`src/rtl/gcd_arbiter_pkg.sv`:
```
// Shared definitions for the two-unit GCD arbiter: unit identifiers and the
// round-robin unit selection rule.
package gcd_arbiter_pkg;

  localparam logic GCD_UNIT0 = 1'b0;
  localparam logic GCD_UNIT1 = 1'b1;

  // Preferred unit wins if it is ready, otherwise fall back to the other one.
  function automatic logic pick_unit(input logic rr, input logic rdy0, input logic rdy1);
    logic pref_rdy;
    pref_rdy = (rr == GCD_UNIT0) ? rdy0 : rdy1;
    return pref_rdy ? rr : ~rr;
  endfunction

endpackage

```
`src/rtl/gcd_arb_tagq.sv`:
```
// Order queue of 1-bit unit tags. Full/empty come from the occupancy count so
// head==tail is never ambiguous.
module gcd_arb_tagq #(
  parameter int LOGDEPTH = 2
) (
  input  logic clk,
  input  logic reset,
  input  logic push,
  input  logic push_id,
  input  logic pop,
  output logic head_id,
  output logic full,
  output logic empty
);

  localparam int DEPTH = 2 ** LOGDEPTH;

  logic [DEPTH-1:0]    mem_q,   mem_d;
  logic [LOGDEPTH-1:0] head_q,  head_d;
  logic [LOGDEPTH-1:0] tail_q,  tail_d;
  logic [LOGDEPTH:0]   count_q, count_d;
  logic                push_ok, pop_ok;

  assign full    = (count_q == (LOGDEPTH+1)'(DEPTH));
  assign empty   = (count_q == '0);
  assign head_id = mem_q[head_q];
  assign push_ok = push && !full;
  assign pop_ok  = pop && !empty;

  always_comb begin
    mem_d   = mem_q;
    head_d  = head_q;
    tail_d  = tail_q;
    count_d = count_q;
    if (push_ok) begin
      mem_d[tail_q] = push_id;
      tail_d        = tail_q + LOGDEPTH'(1);
    end
    if (pop_ok) begin
      head_d = head_q + LOGDEPTH'(1);
    end
    // Simultaneous push and pop leaves the count alone.
    case ({push_ok, pop_ok})
      2'b10:   count_d = count_q + (LOGDEPTH+1)'(1);
      2'b01:   count_d = count_q - (LOGDEPTH+1)'(1);
      default: count_d = count_q;
    endcase
  end

  always_ff @(posedge clk or posedge reset) begin
    if (reset) begin
      mem_q   <= '0;
      head_q  <= '0;
      tail_q  <= '0;
      count_q <= '0;
    end else begin
      mem_q   <= mem_d;
      head_q  <= head_d;
      tail_q  <= tail_d;
      count_q <= count_d;
    end
  end

endmodule

```
`src/rtl/gcd_arbiter.sv`:
```
// Steers one GCD request stream across two units and returns results in
// request order. All handshakes are val && rdy in the same cycle; zero latency.
module gcd_arbiter
  import gcd_arbiter_pkg::*;
#(
  parameter int W        = 32,
  parameter int LOGDEPTH = 2
) (
  input  logic         clk,
  input  logic         reset,
  input  logic         operands_val,
  input  logic [W-1:0] operands_bits_A,
  input  logic [W-1:0] operands_bits_B,
  output logic         operands_rdy,
  output logic         req0_val,
  output logic [W-1:0] req0_bits_A,
  output logic [W-1:0] req0_bits_B,
  input  logic         req0_rdy,
  output logic         req1_val,
  output logic [W-1:0] req1_bits_A,
  output logic [W-1:0] req1_bits_B,
  input  logic         req1_rdy,
  input  logic         resp0_val,
  input  logic [W-1:0] resp0_bits,
  output logic         resp0_rdy,
  input  logic         resp1_val,
  input  logic [W-1:0] resp1_bits,
  output logic         resp1_rdy,
  output logic         result_val,
  output logic [W-1:0] result_bits,
  input  logic         result_rdy
);

  logic rr_q, rr_d;
  logic sel, avail, dispatch, collect;
  logic q_full, q_empty, head;

  assign req0_bits_A = operands_bits_A;
  assign req0_bits_B = operands_bits_B;
  assign req1_bits_A = operands_bits_A;
  assign req1_bits_B = operands_bits_B;

  // operands_rdy depends only on the count, never on result_rdy.
  assign avail        = !q_full && (req0_rdy || req1_rdy);
  assign operands_rdy = avail;
  assign sel          = pick_unit(rr_q, req0_rdy, req1_rdy);
  assign dispatch     = operands_val && avail;
  assign req0_val     = dispatch && (sel == GCD_UNIT0);
  assign req1_val     = dispatch && (sel == GCD_UNIT1);

  assign result_val  = !q_empty && ((head == GCD_UNIT0) ? resp0_val : resp1_val);
  assign result_bits = (head == GCD_UNIT0) ? resp0_bits : resp1_bits;
  assign resp0_rdy   = !q_empty && result_rdy && (head == GCD_UNIT0);
  assign resp1_rdy   = !q_empty && result_rdy && (head == GCD_UNIT1);
  assign collect     = result_val && result_rdy;

  always_comb begin
    rr_d = rr_q;
    if (dispatch) begin
      rr_d = ~sel;
    end
  end

  always_ff @(posedge clk or posedge reset) begin
    if (reset) begin
      rr_q <= GCD_UNIT0;
    end else begin
      rr_q <= rr_d;
    end
  end

  gcd_arb_tagq #(.LOGDEPTH(LOGDEPTH)) u_tagq (
    .clk     (clk),
    .reset   (reset),
    .push    (dispatch),
    .push_id (sel),
    .pop     (collect),
    .head_id (head),
    .full    (q_full),
    .empty   (q_empty)
  );

endmodule

```
`config.mk`:
```
export PLATFORM = sky130hd
export DESIGN_NAME = gcd_arbiter
export DESIGN_NICKNAME = d
export VERILOG_FILES = /design/src/rtl/gcd_arbiter_pkg.sv /design/src/rtl/gcd_arb_tagq.sv /design/src/rtl/gcd_arbiter.sv
export SDC_FILE = /design/constraint.sdc
export NUM_CORES = 1
export LEC_CHECK = 0
export CAP_MARGIN = 20
export CORE_AREA = 5 5 113 115
export DETAILED_ROUTE_END_ITERATION = 10
export DIE_AREA = 0 0 118 120
export PLACE_DENSITY = 0.72
export SLEW_MARGIN = 20
export SYNTH_ARGS = -nofsm -noshare
export SYNTH_HDL_FRONTEND = slang
export SYNTH_SLANG_ARGS = --single-unit
```
`constraint.sdc`:
```
create_clock -name clk -period 6 [get_ports clk]
set_clock_uncertainty 0.15 [all_clocks]
set_input_delay 1.2 -clock clk [delete_from_list [all_inputs] [get_ports clk]]
set_output_delay 1.2 -clock clk [all_outputs]
set_load 0.01 [all_outputs]
```
==> impl_metrics.json <==
{
  "synth_top_area_cell": "buf_4",
  "cts_root_buf": "clkbuf_16",
  "clk_pin_slew_ns": 0.04,
  "yosysWarningCount": 0,
  "cp_max_fo": 10,
  "ys_seq_area_share_pct": 14.43,
  "drt_iter0_drc": 6,
  "netlist_top_cells_count": "128 x buf_4, 36 x mux2_2, 12 x dfrtp_1",
  "yosysMostFrequentCell": "buf_4",
  "coreArea_um2": 11710,
  "synth_seq_cells": 12,
  "clock_path_buffers": 2,
  "grt_remaining_overflow": 0,
  "syn_nets": 374,
  "cp-end-kind": "output port",
  "num_rows": 40,
  "port_buffers": 109,
  "ctsResizeCount": 0,
  "synth_edf_count": 0,
  "worst_ir_drop_vdd_mv": 0.2144,
  "grt_use_total_pct": 6.905,
  "fmax_mhz": 232.4,
  "pin_count": 302,
  "slew_headroom_pct": 61.77,
  "htree_levels": 1,
  "critPathKind": "input port to output port",
  "slew_viol_final": 0,
  "finalInstanceArea_um2": 2477,
  "hold_viol_final": 0,
  "yosys.cell_types.count": 21,
  "synth_compound_area_share_pct": 2.044,
  "cp_slowest_cell": "clkdlybuf4s50_1",
  "rsz0062_at_grt": "no",
  "gp_congestion": 0.8637,
  "post_cts_buffers": 0,
  "die_y_um": 120,
  "cpPeakStageDelay_ns": 0.55,
  "hpwl_um": 4510,
  "cts_sinks": 12,
  "area_delta_synth_final_pct": 19.06,
  "timing.final.crit_share_pct": 71.73,
  "netlist_instances": 232,
  "worstPathCellList": "clkdlybuf4s50_1 -> nor2_1 -> a211oi_4 -> inv_1 -> nor2_1 -> clkdlybuf4s50_1",
  "finalSetupViolCount": 0,
  "antenna-diode-count": 0,
  "dieArea_um2": 14160,
  "die_w_um": 118,
  "viasPerCell": 3.536,
  "grt_pass1_vias": 1436,
  "synthXorXnorAreaFrac_pct": 2.105,
  "power_leakage_uw": 0.0009651,
  "powerDensity_nw_per_um2": 480.0,
  "hp-class": "flop to flop",
  "postCtsHoldBufs": 0,
  "grt_pass1_wl_um": 7893,
  "ys_async_sr_fraction_pct": 100.0,
  "path_delay_family": "buffers and inverters",
  "num_vias": 1280,
  "netlist_area_um2": 2081,
  "worstMarginPinSlew_ns": 0.5615,
  "drive_gt1_share_pct": 20.00,
  "drt-total-wl_um": 5202,
  "finalPower_uw": 1189,
  "synthSimpleGateAreaFrac_pct": 3.909,
  "muxShareOfSynthArea_pct": 23.93,
  "cts_tree": "yes",
  "tns_ns": 0,
  "dr.pass1.iters": 3,
  "startpoint_type": "input port",
  "synth_top_family_by_area": "buffers and inverters",
  "remaining_drc_errors": 0,
  "start_util_pct": 17.77,
  "period_minus_slack_ns": 4.304,
  "synth-adder-area-share_pct": 3.969,
  "synth_top_area_share_pct": 46.18,
  "required_ns": 4.65,
  "synth_top_flop_cell": "dfrtp_1",
  "antenna_found_initial": 0,
  "syn_avg_cell_area_um2": 8.969,
  "wire_per_inst_um": 14.37,
  "grt_max_degree": 24,
  "cts_buffers": 3,
  "ant_nets": 0,
  "status": "finished, final reports clean",
  "crit_arrival_ns": 2.95,
  "clock_latency_ns": 0.24,
  "path_buf_inv": 3,
  "fin_nets": 358,
  "drv_cap": 0,
  "placed_area_um2": 2389,
  "synthTopCellsByArea": "buf_4 46%, mux2_2 19%, dfrtp_1 14%"
}
-- layout by cell type, fill, tap and decap left out --
master	Yosys	layout
ha_1	5	5
clkbuf_8	0	1
mux2i_4	1	1
mux2i_1	7	7
xnor2_1	2	2
nand2b_1	1	1
mux2_2	36	36
xor2_1	3	3
inv_1	10	10
nand2_1	5	5
fa_1	1	1
and2_1	1	1
o21ai_0	2	2
dfrtp_1	12	12
buf_16	0	1
a211oi_4	1	1
nor3_1	1	1
nor3b_1	1	1
a21oi_1	1	1
nor2_1	10	10
o31ai_1	1	1
clkbuf_16	0	3
clkdlybuf4s50_1	0	109
-- cell type report --
type | count | area [um^2]
Fill cell | 1304 | 9234
Timing Repair Buffer | 110 | 1119
Multi-Input combinational cell | 79 | 748.2
Sequential cell | 12 | 300.3
Tap cell | 147 | 183.9
Clock buffer | 4 | 88.84
Inverter | 10 | 37.54
-- final timing paths --
| path | slack (ns) | to | from | depth (start not counted) |
|---|---|---|---|---|
| max in group asynchronous | 4.24 | u_tagq.count_q[2] | reset | 2 |
| hold / removal | 0.36 | u_tagq.count_q[0] | u_tagq.count_q[0] | 1 |
| setup / recovery | 1.70 | req0_val | req1_rdy | 6 |
| hold reg to reg | 0.36 | u_tagq.count_q[0] | u_tagq.count_q[0] | 1 |
| setup reg to reg | 3.20 | u_tagq.count_q[2] | u_tagq.head_q[1] | 10 |
| min in group asynchronous | 1.14 | u_tagq.mem_q[2] | reset | 2 |
-- routing by layer --
layer  global-route usage (%)  vias up  part of all wire (%)
met5                        0        -                     0
met4                    4.229        0                   3.5
met3                    2.545       34                   9.9
met2                    14.29       91                    57
met1                    5.191      578                    29
li1                         -      577                     -
-- power breakdown --
| group | switching, uW | internal [uW] |
|---|---|---|
| clock | 36.5 | 101 |
| sequential | 38.4 | 124 |
| combinational | 356 | 533 |
-- logic make-up (layout without fill, tap and decap cells) --
kind of cell             after synthesis  count (layout)
AO/OA/AOI/OAI                          5               5
XOR/XNOR                               5               5
adder cells (fa/ha/maj)                6               6
buffers and inverters                141             124
flip-flops                            12              12
multiplexers                          44              44
AND/OR/NAND/NOR                       19              19
-- per-stage QoR --
stage	util (%)	worst slack (ns)	hold WS (ns)	instances
finish	21.15	1.696	0.3611	362
global route	21.15	1.526	0.3825	362
global placement	20.16	1.738	0.3494	357
floorplan	-	2.753	0.3286	232
CTS	21.15	1.671	0.3625	362
detailed placement	20.40	1.683	0.3525	358
-- registers in the layout, indices dropped and copies added (netlist names) --
name,cells
u_tagq.tail_q,2
u_tagq.mem_q,4
u_tagq.head_q,2
u_tagq.count_q,3
rr_q,1
Power figures use the tool's default switching activity.
